## src/rtl/ps2mouse_ctrl.sv

```systemverilog
// Host-side PS/2 mouse sequencer: bring-up dialogue with timeouts and bounded retries,
// 3-byte stream packet assembly and a clamped screen-space cursor.
module ps2mouse_ctrl #(
    parameter int TIMEOUT_CYCLES = 50_000_000,
    parameter int MAX_RETRY      = 3,
    parameter int X_MAX          = 639,
    parameter int Y_MAX          = 479
) (
    input  logic        CLOCK,
    input  logic        RESET,
    input  logic        iRestart,
    output logic        oTxValid,
    output logic [7:0]  oTxData,
    input  logic        iTxReady,
    input  logic        iRxValid,
    input  logic [7:0]  iRxData,
    input  logic        iRxErr,
    output logic        oReady,
    output logic        oFail,
    output logic        oTrig,
    output logic [15:0] Xpos,
    output logic [15:0] Ypos,
    output logic [7:0]  key_down
);

    localparam int TW = (TIMEOUT_CYCLES > 1) ? $clog2(TIMEOUT_CYCLES) : 1;
    localparam int RW = $clog2(MAX_RETRY + 2);

    localparam logic [TW-1:0] TMO_LAST   = TW'(TIMEOUT_CYCLES - 1);
    localparam logic [RW-1:0] RETRY_LAST = RW'(MAX_RETRY);

    localparam logic [7:0] CMD_RESET  = 8'hFF;
    localparam logic [7:0] CMD_ENABLE = 8'hF4;
    localparam logic [7:0] RSP_ACK    = 8'hFA;
    localparam logic [7:0] RSP_BAT_OK = 8'hAA;
    localparam logic [7:0] RSP_ID     = 8'h00;
    localparam logic [7:0] RSP_RESEND = 8'hFE;

    localparam logic [15:0]        X_HOME  = 16'(X_MAX >> 1);
    localparam logic [15:0]        Y_HOME  = 16'(Y_MAX >> 1);
    localparam logic [15:0]        X_CLAMP = 16'(X_MAX);
    localparam logic [15:0]        Y_CLAMP = 16'(Y_MAX);
    localparam logic signed [16:0] X_LIM   = 17'(X_MAX);
    localparam logic signed [16:0] Y_LIM   = 17'(Y_MAX);

    typedef enum logic [2:0] {
        S_TX_RST,
        S_ACK_RST,
        S_BAT,
        S_ID,
        S_TX_EN,
        S_ACK_EN,
        S_STREAM,
        S_FAIL
    } state_t;

    // Byte 0 of a stream packet without its always-one sync bit.
    typedef struct packed {
        logic       y_ovf;
        logic       x_ovf;
        logic       y_sign;
        logic       x_sign;
        logic [2:0] btn;
    } hdr_t;

    state_t          r_state;
    state_t          w_state_next;
    state_t          w_adv_state;
    logic            r_tx_valid;
    logic [TW-1:0]   r_timer;
    logic [RW-1:0]   r_retry;
    logic [RW-1:0]   w_retry_next;
    logic            r_restart_pend;
    logic [1:0]      r_byte_idx;
    hdr_t            r_hdr;
    logic [7:0]      r_b1;
    logic [15:0]     r_x;
    logic [15:0]     r_y;
    logic [2:0]      r_btn;
    logic            r_trig;

    logic            w_accept;
    logic            w_restart_go;
    logic            w_tmo;
    logic            w_wait_state;
    logic            w_fail;
    logic            w_resend;
    logic [7:0]      w_expect;
    logic            w_in_stream;
    logic            w_pkt_done;
    logic signed [16:0] w_dx;
    logic signed [16:0] w_dy;
    logic signed [16:0] w_x_sum;
    logic signed [16:0] w_y_sum;
    logic [15:0]     w_x_new;
    logic [15:0]     w_y_new;

    assign w_accept     = r_tx_valid & iTxReady;
    // A pending restart never abandons a byte the transceiver has not yet taken.
    assign w_restart_go = r_restart_pend & (~r_tx_valid | iTxReady);
    assign w_tmo        = (r_timer == TMO_LAST);

    always_comb begin
        // NOTE: every variable gets a default first so no path leaves it unassigned (no latch).
        w_state_next = r_state;
        w_retry_next = r_retry;
        w_adv_state  = r_state;
        w_expect     = RSP_ACK;
        w_wait_state = 1'b0;
        w_fail       = 1'b0;
        w_resend     = 1'b0;

        case (r_state)
            S_TX_RST:  if (w_accept) w_state_next = S_ACK_RST;
            S_TX_EN:   if (w_accept) w_state_next = S_ACK_EN;
            S_ACK_RST: begin w_wait_state = 1'b1; w_expect = RSP_ACK;    w_adv_state = S_BAT;    end
            S_BAT:     begin w_wait_state = 1'b1; w_expect = RSP_BAT_OK; w_adv_state = S_ID;     end
            S_ID:      begin w_wait_state = 1'b1; w_expect = RSP_ID;     w_adv_state = S_TX_EN;  end
            S_ACK_EN:  begin w_wait_state = 1'b1; w_expect = RSP_ACK;    w_adv_state = S_STREAM; end
            default:   ;
        endcase

        if (w_wait_state) begin
            if (iRxErr) begin
                w_fail = 1'b1;
            end else if (iRxValid) begin
                if (iRxData == w_expect) begin
                    w_state_next = w_adv_state;
                end else begin
                    w_fail   = 1'b1;
                    w_resend = (iRxData == RSP_RESEND) &&
                               (r_state == S_ACK_RST || r_state == S_ACK_EN);
                end
            end else if (w_tmo) begin
                w_fail = 1'b1;
            end
        end

        if (w_fail) begin
            if (r_retry == RETRY_LAST) begin
                w_state_next = S_FAIL;
            end else begin
                w_retry_next = r_retry + RW'(1);
                w_state_next = (w_resend && r_state == S_ACK_EN) ? S_TX_EN : S_TX_RST;
            end
        end

        if (w_restart_go) begin
            w_state_next = S_TX_RST;
            w_retry_next = '0;
        end
    end

    always_ff @(posedge CLOCK or posedge RESET) begin
        if (RESET) begin
            r_state        <= S_TX_RST;
            r_retry        <= '0;
            r_tx_valid     <= 1'b0;
            r_restart_pend <= 1'b0;
            r_timer        <= '0;
        end else begin
            // NOTE: non-blocking assignments so every register samples pre-edge values.
            r_state    <= w_state_next;
            r_retry    <= w_retry_next;
            r_tx_valid <= (w_state_next == S_TX_RST) || (w_state_next == S_TX_EN);

            if (iRestart)
                r_restart_pend <= 1'b1;
            else if (w_restart_go)
                r_restart_pend <= 1'b0;

            // One timer serves both the response wait and the stream inter-byte gap.
            if (w_state_next != r_state || w_restart_go)
                r_timer <= '0;
            else if (r_state == S_STREAM && (iRxValid || iRxErr))
                r_timer <= '0;
            else if (!w_tmo)
                r_timer <= r_timer + TW'(1);
        end
    end

    assign w_in_stream = (r_state == S_STREAM) && !w_restart_go;
    assign w_pkt_done  = w_in_stream && iRxValid && !iRxErr && (r_byte_idx == 2'd2);

    always_ff @(posedge CLOCK or posedge RESET) begin
        if (RESET) begin
            r_byte_idx <= 2'd0;
            r_hdr      <= '0;
            r_b1       <= 8'h00;
        end else if (!w_in_stream) begin
            r_byte_idx <= 2'd0;
        end else if (iRxErr) begin
            r_byte_idx <= 2'd0;
        end else if (iRxValid) begin
            case (r_byte_idx)
                2'd0: begin
                    if (iRxData[3]) begin
                        r_hdr      <= {iRxData[7:4], iRxData[2:0]};
                        r_byte_idx <= 2'd1;
                    end
                end
                2'd1: begin
                    r_b1       <= iRxData;
                    r_byte_idx <= 2'd2;
                end
                default: r_byte_idx <= 2'd0;
            endcase
        end else if (w_tmo && r_byte_idx != 2'd0) begin
            r_byte_idx <= 2'd0;
        end
    end

    // The third byte is consumed straight from iRxData so the update lands on the next edge.
    always_comb begin
        w_dx    = r_hdr.x_ovf ? 17'sd0 : {{8{r_hdr.x_sign}}, r_hdr.x_sign, r_b1};
        w_dy    = r_hdr.y_ovf ? 17'sd0 : {{8{r_hdr.y_sign}}, r_hdr.y_sign, iRxData};
        w_x_sum = $signed({1'b0, r_x}) + w_dx;
        w_y_sum = $signed({1'b0, r_y}) - w_dy;

        if (w_x_sum[16])
            w_x_new = 16'd0;
        else if (w_x_sum > X_LIM)
            w_x_new = X_CLAMP;
        else
            w_x_new = w_x_sum[15:0];

        if (w_y_sum[16])
            w_y_new = 16'd0;
        else if (w_y_sum > Y_LIM)
            w_y_new = Y_CLAMP;
        else
            w_y_new = w_y_sum[15:0];
    end

    always_ff @(posedge CLOCK or posedge RESET) begin
        // NOTE: the cursor registers take reset values, so position is defined before any packet.
        if (RESET) begin
            r_x    <= X_HOME;
            r_y    <= Y_HOME;
            r_btn  <= 3'b000;
            r_trig <= 1'b0;
        end else begin
            r_trig <= w_pkt_done;
            if (w_pkt_done) begin
                r_x   <= w_x_new;
                r_y   <= w_y_new;
                r_btn <= r_hdr.btn;
            end
        end
    end

    assign oTxValid = r_tx_valid;
    assign oTxData  = (r_state == S_TX_EN) ? CMD_ENABLE : CMD_RESET;
    assign oReady   = (r_state == S_STREAM);
    assign oFail    = (r_state == S_FAIL);
    assign oTrig    = r_trig;
    assign Xpos     = r_x;
    assign Ypos     = r_y;
    assign key_down = {5'b00000, r_btn};

endmodule

```

## config.mk

```make
export PLATFORM = sky130hd
export DESIGN_NAME = ps2mouse_ctrl
export DESIGN_NICKNAME = d
export VERILOG_FILES = /design/src/rtl/ps2mouse_ctrl.sv
export SDC_FILE = /design/constraint.sdc
export NUM_CORES = 1
export LEC_CHECK = 0
export BUFFER_PORTS_ARGS = -buffer_cell sky130_fd_sc_hd__buf_4
export CAP_MARGIN = 5
export CELL_PAD_IN_SITES_DETAIL_PLACEMENT = 0
export CELL_PAD_IN_SITES_GLOBAL_PLACEMENT = 1
export CORE_ASPECT_RATIO = 1.2
export CORE_MARGIN = 5
export CORE_UTILIZATION = 46
export CTS_CLUSTER_SIZE = 16
export DETAILED_ROUTE_END_ITERATION = 8
export HOLD_SLACK_MARGIN = 0.08
export PLACE_DENSITY_LB_ADDON = 0.1
export SYNTH_ARGS = -nofsm -noshare
export SYNTH_HDL_FRONTEND = slang
export SYNTH_SLANG_ARGS = --single-unit
```

## constraint.sdc

```tcl
create_clock -name CLOCK -period 3.8 [get_ports CLOCK]
set_input_delay 0.19 -clock CLOCK [delete_from_list [all_inputs] [get_ports CLOCK]]
set_output_delay 0.19 -clock CLOCK [all_outputs]
set_load 0.1 [all_outputs]
```

==> results of run 1 <==
==> metrics by stage <==
step                      cell area [sq um]  util, %  worst slack, ps
after floorplan                        5880        -              188
after global placement                 6350     50.6              482
after detailed placement               6350     50.6              372
after CTS                              6660     53.0              358
after global routing                   6660     53.0              150
final                                  6660     53.0              345
==> power breakdown <==
| group | internal [uW] | switching [uW] | leakage [uW] |
|---|---|---|---|
| clock network | 463 | 381 | 0.000139 |
| registers | 980 | 69.5 | 0.00114 |
| logic | 267 | 555 | 0.00180 |
| total | 1710 | 1010 | 0.00308 |
==> registers in the layout, summed over array words and instances (netlist names) <==
signal / cells
Ypos: 16
Xpos: 16
r_retry: 3
r_hdr: 7
r_state: 3
r_timer: 26
oTrig: 1
r_btn: 3
r_byte_idx: 2
oTxValid: 1
r_restart_pend: 1
r_b1: 8
==> worst max-delay path: stages, from the launching register on <==
cell	delay (ps)
dfrtp_1	470
nor2b_1	150
ha_1	170
inv_1	60
fa_1	400
nor2b_1	180
o31ai_2	130
a21oi_1	410
mux2i_1	270
xor2_1	90
or4_4	630
a2111oi_2	310
a21o_1	120
==> path summary, 6_finish.rpt <==
kind	start	end	cells after the start
min reg2reg	r_hdr[0]	r_btn[0]	2
max reg2reg	r_hdr[5]	Xpos[8]	12
max	r_hdr[5]	Xpos[8]	12
max in group asynchronous	RESET	Ypos[5]	4
min in group asynchronous	RESET	r_btn[2]	3
min	iRxData[1]	r_b1[1]	2
==> cell usage in the layout, fill, tap and decap left out, drive strengths merged, types with 6 or more instances in the layout <==
cell type  synthesis  routed
dfrtp             73      73
nor2              69      69
nand2             65      65
buf               17      61
ha                28      28
inv               24      24
nor3              24      24
nand2b            20      20
a21oi             20      20
xnor2             20      20
and2              20      20
xor2              19      19
o21ai             19      19
nand3             17      17
mux2              15      15
dfstp             14      14
nor2b             14      14
or3               13      13
mux2i             10      10
conb               2      10
clkbuf            11      10
nand4              9       9
a211oi             9       9
nor4               9       9
o22ai              7       7
and3               7       7
a32oi              7       7
a2111oi            7       7
and4               6       6
a31oi              6       6
clkinv             1       6
==> cells by family after synthesis <==
group | Yosys count
AOI/OAI and AO/OA | 112
xor gates and xnor gates | 39
adders and majority gates | 31
buffers and inverters | 53
DFF | 87
muxes | 25
other | 2
and+or+nand+nor | 289
==> final cells by class <==
cell class	count	area, sq um	area share [%]
clock buffer	10	239	3.59
clock inverter	6	43.8	0.658
inverter	25	95.1	1.43
multi-input combinational	506	3400	51.1
sequential	87	2190	33.0
tap	164	205	3.08
timing repair buffer	63	478	7.18
==> layer usage <==
layer  GRT usage [%]  vias up  wire (microns)
li1                -     2375               -
met5               0        -               0
met1            24.4     2318            6240
met2            31.9       81            6850
met4            5.95        0             146
met3            3.32        7             522
==> timing repair <==
item                      4_1_cts  5_1_grt
buffers inserted                0        0
gates resized for setup         0        0
hold buffers                    2        0
hold endpoints to repair       38        0
==> results_dict.tcl, run 1 <==
set metrics [dict create \
    ioPinCount 66 \
    dieArea_sq_um 15100 \
    tns_ps 0 \
    synth_adder_area_share_pct 6.85 \
    power_uw 2720 \
    grt-ovfl-total 0 \
    ys_async_sr_fraction_pct 100 \
    worstSetupPathType "reg2reg" \
    grt_pass1_vias 4683 \
    wl_microns 13800 \
    grt_max_degree 45 \
    htreeDepth 3 \
    drt_iter0_markers 278 \
    initial_core_util_pct 46.6 \
    drive_above_1_share_pct 18.2 \
    cts_tree "built" \
    syn2layout_area_growth_pct 13.8 \
    clockBufferDepth 2 \
    synth_cell_types 74 \
    rows 45 \
    muxShareOfSynthArea_pct 4.60 \
    ys_seq_area_share_pct 37.5 \
    synth-compound-area-share_pct 14.5 \
    synthTopCellsByCount "dfrtp_1, nor2_1, nand2_1, ha_1, inv_1" \
    postRouteAntennaNets 0 \
    wl_per_cell_microns 16.0 \
    die_y_microns 133 \
    synthesis.area_sq_um 5850 \
    worst_pin_slew_ps 774 \
    antennaDiodeCount 0 \
    hold_violations 0 \
    worst_hold_slack_ps 121 \
    synthTopCellsByArea "dfrtp_1, dfstp_2, ha_1" \
    p_leak_uw 0.00308 \
    placed_cells 843 \
    period_share_pct 90.9 \
    vias 4781 \
    reg2reg_slack_ps 350 \
    synth-main-ff-cell "dfrtp_1" \
    root_buffer "clkbuf_16" \
    endpoint_kind "flop" \
    drtPass1Iterations 4 \
    synth_simple_gate_area_share_pct 25.7 \
    status "finished clean" \
    netlist_instances 638 \
    slew_viol_final 0 \
    grtUsageTotal_pct 18.8 \
    setup_viol_count_final 0 \
    yosysMostFrequentCell "dfrtp_1" \
    clk_pin_slew_worst_paths_ps 70 \
    coreArea_sq_um 12600 \
    grt_pass1_wl_microns 23200 \
    fin_nets 736 \
    synth_top_family_by_area "simple AND/OR/NAND/NOR gates" \
    synth-xor-area-share_pct 5.84 \
    fin_cells 861 \
    yosysTopAreaCellShare_pct 31.3 \
    clock.fmax_mhz 289 \
    hpwl_microns 10200 \
    ir_drop_mv 0.337 \
    route.detailed.drc 0 \
    clkLatencyLatePin_ps 350 \
    avgSynthCellArea_sq_um 9.16 \
    rsz0062_at_grt "no" \
    port_buffers 55 \
    cp.required_ps 4090 \
    fill_cells 1129 \
    cp_max_fo 11 \
    cp_data_arrival_time_ps 3740 \
    cts_num_sinks 87 \
    die_w_microns 113 \
    maxSlewHeadroom_pct 48.4 \
    worstSetupStartpointType "flop" \
    period_needed_ps 3450 \
    place_congestion 0.905 \
    synth_edf_count 0 \
    ys.warnings.count 0 \
    synth_top_area_cell "dfrtp_1" \
    maxCapViolations 0 \
    skew_ps 13.0 \
    powerDensity_nw_per_um2 408 \
    antenna_found_initial 0 \
    synth-seq-cells 87 \
    via_per_inst 5.55 \
    hold_class "in2reg" \
    cts_buffers 9 \
]
(Power assumes the default switching activity.)
==> run 2: changes to the inputs <==
--- a/config.mk
+++ b/config.mk
@@ -5,7 +5,7 @@
 export SDC_FILE = /design/constraint.sdc
 export NUM_CORES = 1
 export LEC_CHECK = 0
-export BUFFER_PORTS_ARGS = -buffer_cell sky130_fd_sc_hd__buf_4
+export BUFFER_PORTS_ARGS = -buffer_cell sky130_fd_sc_hd__buf_2
 export CAP_MARGIN = 5
 export CELL_PAD_IN_SITES_DETAIL_PLACEMENT = 0
 export CELL_PAD_IN_SITES_GLOBAL_PLACEMENT = 1
==> results_dict.tcl, run 2 (synthesis gave the netlist of run 1 again) <==
set metrics [dict create \
    slew_viol_final 0 \
    worstSetupPathType "reg2reg" \
    cts_num_sinks 87 \
    period_needed_ps 3470 \
    grtUsageTotal_pct 18.8 \
    hold_class "in2reg" \
    period_share_pct 91.4 \
    vias 4754 \
    die_y_microns 133 \
    wl_per_cell_microns 16.1 \
    dieArea_sq_um 15100 \
    largest_reg_flops 26 \
    drive_above_1_share_pct 18.3 \
    postRouteAntennaNets 0 \
    final_cell_mix "dfrtp_1, nor2_1, nand2_1" \
    worstSetupStartpointType "flop" \
    cp.required_ps 4090 \
    route.detailed.drc 0 \
    maxSlewHeadroom_pct 39.4 \
    grt_pass1_vias 4774 \
    clock.fmax_mhz 288 \
    htreeDepth 3 \
    ir_drop_mv 0.365 \
    cts_buffers 9 \
    drtPass1Iterations 4 \
    worstRegToRegCells 12 \
    cp_data_arrival_time_ps 3770 \
    port_buffers 55 \
    cts_tree "built" \
    cp_max_fo 11 \
    status "finished clean" \
    worst_pin_slew_ps 907 \
    dr_wl_met3_microns 636 \
    skew_ps 7.70 \
    setup_viol_count_final 0 \
    dr_wl_met2_microns 6960 \
    grt-ovfl-total 0 \
    die_w_microns 113 \
    ctsResizeCount 0 \
    grt_max_degree 52 \
    fin_nets 737 \
    hpwl_microns 10200 \
    cts_setup_buffers 0 \
    clk_pin_slew_worst_paths_ps 70 \
    via_per_inst 5.52 \
    rows 45 \
    antenna_found_initial 0 \
    drt_iter0_markers 205 \
    p_leak_uw 0.00308 \
    endpoint_kind "flop" \
    reg2reg_slack_ps 330 \
    place_congestion 0.860 \
    top_register "r_timer" \
    crit_start "r_hdr[5]" \
    antennaDiodeCount 0 \
    clkLatencyLatePin_ps 340 \
    rsz0062_at_grt "no" \
    rr_endpoint "Xpos[8]" \
    fin_cells 862 \
    coreArea_sq_um 12600 \
    reg2reg_from "r_hdr[5]" \
    layout_commonest_cell "dfrtp_1" \
    hold_violations 0 \
    maxCapViolations 0 \
    endpoint "Xpos[8]" \
    m1WireLength_microns 6020 \
    placed_cells 844 \
    tns_ps 0 \
    ioPinCount 66 \
    powerDensity_nw_per_um2 429 \
    syn2layout_area_growth_pct 12.3 \
    wl_microns 13900 \
    root_buffer "clkbuf_16" \
    grt_pass1_wl_microns 23400 \
    topRoutingLayerUsed "met4" \
    clockBufferDepth 2 \
    initial_core_util_pct 46.6 \
]
[run 2: worst min-delay path by stage]
stage / slack [ps] / endpoint / depth (start not counted) / from
floorplan: 300 / r_restart_pend / 1 / iRestart
global placement: 390 / r_retry[2] / 2 / RESET
detailed placement: 400 / r_restart_pend / 2 / iRestart
CTS: 130 / r_restart_pend / 3 / iTxReady
global route: 160 / r_hdr[0] / 2 / iRxData[0]
finish: 130 / r_restart_pend / 3 / iTxReady
[run 2: power by group]
group	total [uW]	switching (uW)	leakage [uW]	internal, uW
Clock	968	391	0.000152	577
Sequential	1050	66.3	0.00114	980
Combinational	800	550	0.00178	250
Total	2810	1010	0.00308	1810
[run 2: metal layers]
layer / GRT usage, % / vias up
met5: 0 / -
met4: 6.15 / 0
met3: 3.82 / 25
met2: 32.7 / 88
met1: 23.2 / 2268
li1: - / 2373
[run 2: repair_timing]
item / CTS / global route
hold endpoints to repair: 44 / 0
endpoints found under the setup margin: 0 / 0
hold buffers: 2 / 0
[run 2: area by class of cell]
| class | count | area [sq um] |
|---|---|---|
| fill | 1204 | 5990 |
| clock buffer | 9 | 225 |
| tap | 164 | 205 |
| clock inverter | 7 | 97.6 |
| multi-input combinational | 506 | 3400 |
| sequential | 87 | 2190 |
| timing repair buffer | 64 | 348 |
| inverter | 25 | 95.1 |
[run 2: per-stage QoR]
| stage | instance area, sq um | setup WS, ps | power [uW] | hold WS, ps | util [%] |
|---|---|---|---|---|---|
| 6_report | 6570 | 325 | 2810 | 132 | 52.3 |
| 5_1_grt | 6570 | 186 | 2970 | 158 | 52.3 |
| 4_1_cts | 6570 | 342 | 2840 | 130 | 52.3 |
| 3_5_place_dp | 6220 | 374 | 1860 | 397 | 49.6 |
| 3_3_place_gp | 6220 | 506 | 1860 | 391 | 49.6 |
| 2_1_floorplan | 5880 | 188 | 1750 | 304 | - |
[run 2: critical path, cell delays in order (launching register included)]
cell and delay [ps]:
dfrtp_1 470, nor2b_1 140, ha_1 180, inv_1 60
fa_1 400, nor2b_1 200, o31ai_2 130, a21o_1 230
a2111oi_0 430, a211oi_1 90, or4_4 660, a2111oi_2 320
a21o_1 120
